## config.mk

```make
export PLATFORM = sky130hd
export DESIGN_NAME = if_id_queue
export DESIGN_NICKNAME = d
export VERILOG_FILES = /design/src/rtl/riscv_pkg.sv /design/src/rtl/if_id_queue.sv
export SDC_FILE = /design/constraint.sdc
export NUM_CORES = 1
export LEC_CHECK = 0
export CORE_MARGIN = 2
export CORE_UTILIZATION = 50
export CTS_CLUSTER_SIZE = 28
export DETAILED_ROUTE_END_ITERATION = 10
export GPL_TIMING_DRIVEN = 0
export PLACE_DENSITY = 0.74
export SYNTH_ARGS = -nofsm -noshare
export SYNTH_HDL_FRONTEND = slang
export SYNTH_SLANG_ARGS = --single-unit
```

## constraint.sdc

```tcl
create_clock -name clk -period 3.3 [get_ports clk]
set_input_delay 0.495 -clock clk [delete_from_list [all_inputs] [get_ports clk]]
set_output_delay 0.495 -clock clk [all_outputs]
set_load 0.005 [all_outputs]
```

## src/rtl/riscv_pkg.sv

```systemverilog
// Shared RV32I pipeline definitions: data width, canonical NOP and base opcodes
// used by the fetch queue and by ID control decode.
package riscv_pkg;

    localparam int unsigned XLEN = 32;

    // addi x0, x0, 0
    localparam logic [31:0] NOP_INSTR = 32'h0000_0013;

    // Base opcode field values (instr[6:0])
    localparam logic [6:0] OPC_LUI    = 7'b0110111;
    localparam logic [6:0] OPC_AUIPC  = 7'b0010111;
    localparam logic [6:0] OPC_JAL    = 7'b1101111;
    localparam logic [6:0] OPC_JALR   = 7'b1100111;
    localparam logic [6:0] OPC_BRANCH = 7'b1100011;
    localparam logic [6:0] OPC_LOAD   = 7'b0000011;
    localparam logic [6:0] OPC_STORE  = 7'b0100011;
    localparam logic [6:0] OPC_OP_IMM = 7'b0010011;
    localparam logic [6:0] OPC_OP     = 7'b0110011;

endpackage

```

## src/rtl/if_id_queue.sv

```systemverilog
// Instruction prefetch queue between IF and ID. Buffers up to DEPTH {pc, instr}
// pairs, presents the oldest first-word-fall-through, and discards everything
// on a taken branch (flush), keeping a saturating tally of discarded entries.
// Ports:
//   clk, res                  clock, async active-low reset
//   in_valid/in_pc/in_instr   push side from IF; in_ready = not full
//   out_valid/out_pc/out_instr head entry to ID (NOP / pc 0 when empty)
//   out_ready                 ID consumes head
//   flush                     taken branch from EX, wins over push and pop
//   count                     occupancy 0..DEPTH
//   drop_cnt                  saturating count of flushed entries
module if_id_queue #(
    parameter  int unsigned XLEN  = riscv_pkg::XLEN,
    parameter  int unsigned DEPTH = 4,
    localparam int unsigned PTR_W = $clog2(DEPTH),
    localparam int unsigned CNT_W = PTR_W + 1
) (
    input  logic             clk,
    input  logic             res,
    input  logic             in_valid,
    input  logic [XLEN-1:0]  in_pc,
    input  logic [XLEN-1:0]  in_instr,
    output logic             in_ready,
    output logic             out_valid,
    output logic [XLEN-1:0]  out_pc,
    output logic [XLEN-1:0]  out_instr,
    input  logic             out_ready,
    input  logic             flush,
    output logic [CNT_W-1:0] count,
    output logic [15:0]      drop_cnt
);
    import riscv_pkg::*;

    localparam int unsigned ENT_W = 2 * XLEN;

    logic [ENT_W-1:0] mem_q [DEPTH];
    logic [PTR_W-1:0] wr_ptr_q, wr_ptr_d;
    logic [PTR_W-1:0] rd_ptr_q, rd_ptr_d;
    logic [CNT_W-1:0] count_q, count_d;
    logic [15:0]      drop_cnt_q, drop_cnt_d;
    logic [16:0]      drop_sum;
    logic             full, empty, push, pop;
    logic [ENT_W-1:0] head;

    // Full/empty derive from occupancy only; pointers are free-running mod DEPTH
    always_comb begin
        full  = (count_q == CNT_W'(DEPTH));
        empty = (count_q == '0);
        push  = in_valid & ~full & ~flush;
        pop   = ~empty & out_ready & ~flush;
    end

    // Next-state for pointers, occupancy and drop counter
    always_comb begin
        wr_ptr_d   = wr_ptr_q;
        rd_ptr_d   = rd_ptr_q;
        count_d    = count_q;
        drop_cnt_d = drop_cnt_q;
        drop_sum   = {1'b0, drop_cnt_q} + 17'(count_q);
        if (flush) begin
            wr_ptr_d   = '0;
            rd_ptr_d   = '0;
            count_d    = '0;
            drop_cnt_d = drop_sum[16] ? 16'hFFFF : drop_sum[15:0];
        end else begin
            if (push) wr_ptr_d = wr_ptr_q + PTR_W'(1);
            if (pop)  rd_ptr_d = rd_ptr_q + PTR_W'(1);
            count_d = count_q + CNT_W'(push) - CNT_W'(pop);
        end
    end

    // Control state register
    always_ff @(posedge clk or negedge res) begin
        if (!res) begin
            wr_ptr_q   <= '0;
            rd_ptr_q   <= '0;
            count_q    <= '0;
            drop_cnt_q <= '0;
        end else begin
            wr_ptr_q   <= wr_ptr_d;
            rd_ptr_q   <= rd_ptr_d;
            count_q    <= count_d;
            drop_cnt_q <= drop_cnt_d;
        end
    end

    // Entry storage is deliberately left unreset
    always_ff @(posedge clk) begin
        if (push) mem_q[wr_ptr_q] <= {in_pc, in_instr};
    end

    // Head presentation: empty queue shows a NOP at pc 0
    always_comb begin
        head      = mem_q[rd_ptr_q];
        in_ready  = ~full;
        out_valid = ~empty;
        count     = count_q;
        drop_cnt  = drop_cnt_q;
        if (empty) begin
            out_pc    = '0;
            out_instr = XLEN'(NOP_INSTR);
        end else begin
            out_pc    = head[ENT_W-1:XLEN];
            out_instr = head[XLEN-1:0];
        end
    end

endmodule

```

# [After elaboration in Yosys (flattened, before gate mapping)]
# Memories as Yosys holds them, arrays and structs flattened.
# Index checks and enable logic that the tools add are counted.
[word_totals] ff_bits=23 ram_bits=256 out_inout_bits=85 mem_count=1
[memory_table] memory="mem_q" words=4 width=64 rd=1 rd_ports_with_merged_regs=0 write_ports=1 line_no="if_id_queue.sv:36" source="logic [ENT_W-1:0] mem_q [DEPTH];"
[classes] add_sub_neg=5 eq_ne=1 mux=10 bitwise=7 reduce_logical=3
[ops] cell="2-to-1 mux 32 bit" n=2
[ops] cell="adder 16 x 3 -> 17 bit" n=1
[ops] cell="2-to-1 mux 16 bit" n=1
[ops] cell="2-to-1 mux 2 bit" n=4
[ops] cell="adder 2 x 1 -> 2 bit, second input constant" n=2
[ops] cell="bitwise AND 1 bit" n=4
[ops] cell="nonzero test 2 bit" n=2
[ops] cell="adder 3 x 1 -> 3 bit" n=1
[ops] cell="== test 3 bit, second input constant" n=1
[ops] cell="logical NOT 3 bit" n=1
[ops] cell="2-to-1 mux 3 bit" n=1
[ops] cell="NOT 1 bit" n=3
[ops] cell="subtractor 3 x 1 -> 3 bit" n=1
[ops] cell="2-to-1 mux 1 bit" n=2

# [Logic depth before layout (Yosys ltp)]
[logic_depth] depth_word=7 depth_mapped=11

# [Least setup slack after synthesis]
# No wires, ideal clock.
[synth_path] path_type="flip-flop to flip-flop" startpoint="register count_q[1], in the netlist count[1]" endpoint="memory mem_q[0][0] (netlist name), enable pin" setup_time_ns=0.429 arrival_ns=2.519 t_required_ns=2.871 setup_slack_ns=0.352 path_stages_with_launch=5 period_less_slack_ns=2.948 path_cell_list="dfrtp_1 > or3b_1 > nand2_1 > nor2_1 > and2_1"
[synth_via] elab_chain_len=6
[synth_rtl] element="start, declared" line_no="if_id_queue.sv:39" source="logic [CNT_W-1:0] count_q, count_d;"
[synth_rtl] element="start signal, assigned" line_no="if_id_queue.sv:82" source="count_q <= count_d;"
[synth_rtl] element="== test 3 bit" line_no="if_id_queue.sv:47" source="full = (count_q == CNT_W'(DEPTH));"
[synth_rtl] element="NOT 1 bit"
[synth_rtl] element="net in_ready" line_no="if_id_queue.sv:23" source="output logic in_ready,"
[synth_rtl] element="bitwise AND 1 bit (2 in a row)" line_no="if_id_queue.sv:49" source="push = in_valid & ~full & ~flush;"
[synth_rtl] element="2-to-1 mux 1 bit" line_no="if_id_queue.sv:89" source="if (push) mem_q[wr_ptr_q] <= {in_pc, in_instr};"
[synth_rtl] element="2-to-1 mux 1 bit (not written as such)" line_no="if_id_queue.sv:89"
[synth_rtl] element="end, declared" line_no="if_id_queue.sv:36"
# The timed path passes the listed nets, and every way through them passes these cells.

# [Worst setup path after layout]
[layout_path] startpoint="register count_q[1], in the netlist count[1]" endpoint="output out_instr[7]"
[layout_via] elab_chain_len=2
[layout_rtl] element="logical NOT 3 bit" line_no="if_id_queue.sv:48" source="empty = (count_q == '0);"
[layout_rtl] element="2-to-1 mux 32 bit" line_no="if_id_queue.sv:99" source="if (empty) begin"
[layout_rtl] element="end, declared" line_no="if_id_queue.sv:26" source="output logic [XLEN-1:0] out_instr,"
# Every way passes these cells.

==> flow_metrics.env <==
export IMPL_track_usage_pct=18.4
export IMPL_ios=154
export IMPL_ys_warn_count=0
export IMPL_crit_start="count[1]"
export IMPL_cts_sinks=279
export IMPL_gr_total_overflow=0
export IMPL_place_area_sq_um=13000
export IMPL_setup_viol=0
export IMPL_synth_seq_cells=279
export IMPL_min_period_over_period_pct=93.7
export IMPL_slew_viol_final=0
export IMPL_ys_seq_area_share_pct=75.1
export IMPL_die_area_sq_um=23200
export IMPL_route_detailed_drc=0
export IMPL_cp_arrival_ns=2.60
export IMPL_synth_area_sq_um=11000
export IMPL_first_pass_iters=5
export IMPL_antenna_found_initial=2
export IMPL_fp_row_count=54
export IMPL_power_leakage_nw=4.65
export IMPL_skew_ns=0.0105
export IMPL_drt_iter0_markers=352
export IMPL_synth_avg_cell_area_sq_um=20.4
export IMPL_synth_largest_area_cell="edfxtp_1"
export IMPL_hold_violations=0
export IMPL_whs_ns=0.193
export IMPL_htree_levels=1
export IMPL_vdd_drop_max_uv=528
export IMPL_clk_latency_ns=0.53
export IMPL_worstMarginPinSlew_ns=1.04
export IMPL_wire_per_inst_microns=20.6
export IMPL_rsz0062_at_grt="no"
export IMPL_cts_max_path_buffers=3
export IMPL_die_x_microns=152
export IMPL_place_gp_congestion=0.848
export IMPL_viasPerCell=5.43
export IMPL_hold_class="in2reg"
export IMPL_crit_type="reg2out"
export IMPL_nets=805
export IMPL_area_growth_pct=26.7
export IMPL_die_h_microns=152
export IMPL_hp_start="flush"
export IMPL_core_sq_um=21700
export IMPL_post_place_ws_ns=0.501
export IMPL_grt_pass1_wl_microns=33600
export IMPL_grt_max_degree=55
export IMPL_fin_ws_ns=0.209
export IMPL_clock_fmax_mhz=323
export IMPL_final_common_cell="edfxtp_1"
export IMPL_cts_root_buf="clkbuf_16"
export IMPL_required_ns=2.80
export IMPL_initial_core_util_pct=50.7
export IMPL_worstPathMaxFanout=10
export IMPL_outcome="complete, no violations"
export IMPL_cts_buffers=28
export IMPL_post_route_min_period_ns=3.09
export IMPL_cts_repair_timing_setup_buffer_count=0
export IMPL_max_slew_margin_pct=30.2
export IMPL_synth_cells=539
export IMPL_synth_top_cells_by_area="edfxtp_1, mux4_2, dfrtp_1"
export IMPL_cts_tree="done"
export IMPL_ant_nets=0
export IMPL_clk_pin_slew_ns=0.06
export IMPL_netlist_cell_type_count=40
export IMPL_grt_pass1_vias=6030
export IMPL_vias=5567
export IMPL_drive_gt1_share_pct=17.3
export IMPL_ctsResizeCount=1
export IMPL_stdcell_area_sq_um=13900
export IMPL_p_per_area_nw_per_um2=743
export IMPL_synth_nets=619
export IMPL_wirelength_microns=21100
export IMPL_fill_cells=1471
export IMPL_hold_buffers=0
export IMPL_port_buffers=152
export IMPL_maxCapViolations=0
export IMPL_layout_common_cells="edfxtp_1, clkdlybuf4s50_1, mux4_2, and2_1, clkbuf_16"
export IMPL_crit_path_end_kind="output port"
export IMPL_total_power_mw=10.4
export IMPL_startpoint_type="register"
export IMPL_worstReg2RegStart="count[1]"
export IMPL_yosys_area_top_type_share_pct=69.9
export IMPL_dpl_hpwl_microns=13200
flip-flops by register name, summed over array words and instances, names as in the netlist:
| register | cells |
|---|---|
| rd_ptr_q | 2 |
| drop_cnt | 16 |
| count | 3 |
| wr_ptr_q | 2 |
| mem_q | 256 |
cells in the mapped netlist:
master     count
xnor2_1        9
fa_1           2
nand3_1       10
nand4_4        1
a211oi_1       1
nor2_1         7
buf_6          6
or3b_1         1
nor3_1         1
a21o_1         1
o21ai_0        6
nor2_2         1
nand4_1        1
buf_2          6
o21ai_1        1
dfrtp_1       23
edfxtp_1     256
and2_1        67
clkinv_1       1
nor2b_1        1
a41oi_1        1
xor2_1         3
or2_1          3
inv_1          6
mux2i_1        2
a2111oi_2      1
and3_1         3
nor4_1         1
mux4_2        64
nor3_2         1
a21oi_1        6
buf_4          4
nand2_1       17
a31oi_1        2
a21boi_0       1
clkbuf_1       8
or3_1          1
and4_1         2
nand4b_1       2
ha_1           9
logic make-up after synthesis:
group                    share of synthesized area [%]
adder cells (fa/ha/maj)                           1.39
AND/OR/NAND/NOR                                   6.44
multiplexers                                      13.3
flip-flops                                        75.1
buffers and inverters                             1.67
AO/OA/AOI/OAI                                     1.13
XOR/XNOR                                         0.956
where the power goes:
group          switching (mW)  leakage (nW)  internal (mW)
Sequential              0.131          2.63           4.12
Combinational            1.20          1.57           1.71
Clock                    1.22         0.454           1.98
cell type report:
class | count | area, sq um | share of cell area (%)
tap | 280 | 350 | 2.51
multi-input combinational | 229 | 2560 | 18.4
clock inverter | 14 | 186 | 1.34
buffer | 24 | 158 | 1.13
timing repair buffer | 156 | 1630 | 11.7
sequential | 279 | 8260 | 59.3
antenna | 2 | 5.00 | 0.0359
clock buffer | 35 | 748 | 5.37
inverter | 7 | 27.5 | 0.198
per-layer routing:
layer | global-route usage, % | vias to the layer above | routed length (microns)
met5 | 0 | - | 0
met4 | 5.61 | 0 | 438
met1 | 24.7 | 2860 | 8640
met2 | 31.0 | 160 | 10800
met3 | 3.73 | 31 | 1190
li1 | - | 2516 | -
stage by stage:
step / TNS, ns / utilization, % / cells
after floorplan: 0 / - / 539
after global placement: -310.08 / 59.3 / 971
after detailed placement: 0 / 59.9 / 975
after CTS: 0 / 64.2 / 1024
after global routing: 0 / 64.2 / 1026
final: 0 / 64.2 / 1026
worst paths after layout:
kind                           endpoint  slack (ns)  cells past startpoint
setup / recovery           out_instr[7]        0.21                      5
hold / removal                 count[0]        0.19                      2
setup reg to reg               count[2]        0.71                     11
hold reg to reg             drop_cnt[0]        0.54                      2
max in group asynchronous  drop_cnt[11]        2.13                      1
min in group asynchronous  drop_cnt[12]        0.53                      1
critical path: stages (launching register included):
cell and delay [ns]:
dfrtp_1 0.52, nor3_2 0.28, clkinv_2 0.28, clkbuf_1 0.30, and2_1 0.21, clkdlybuf4s50_1 0.48
Power figures use the tool's default switching activity.
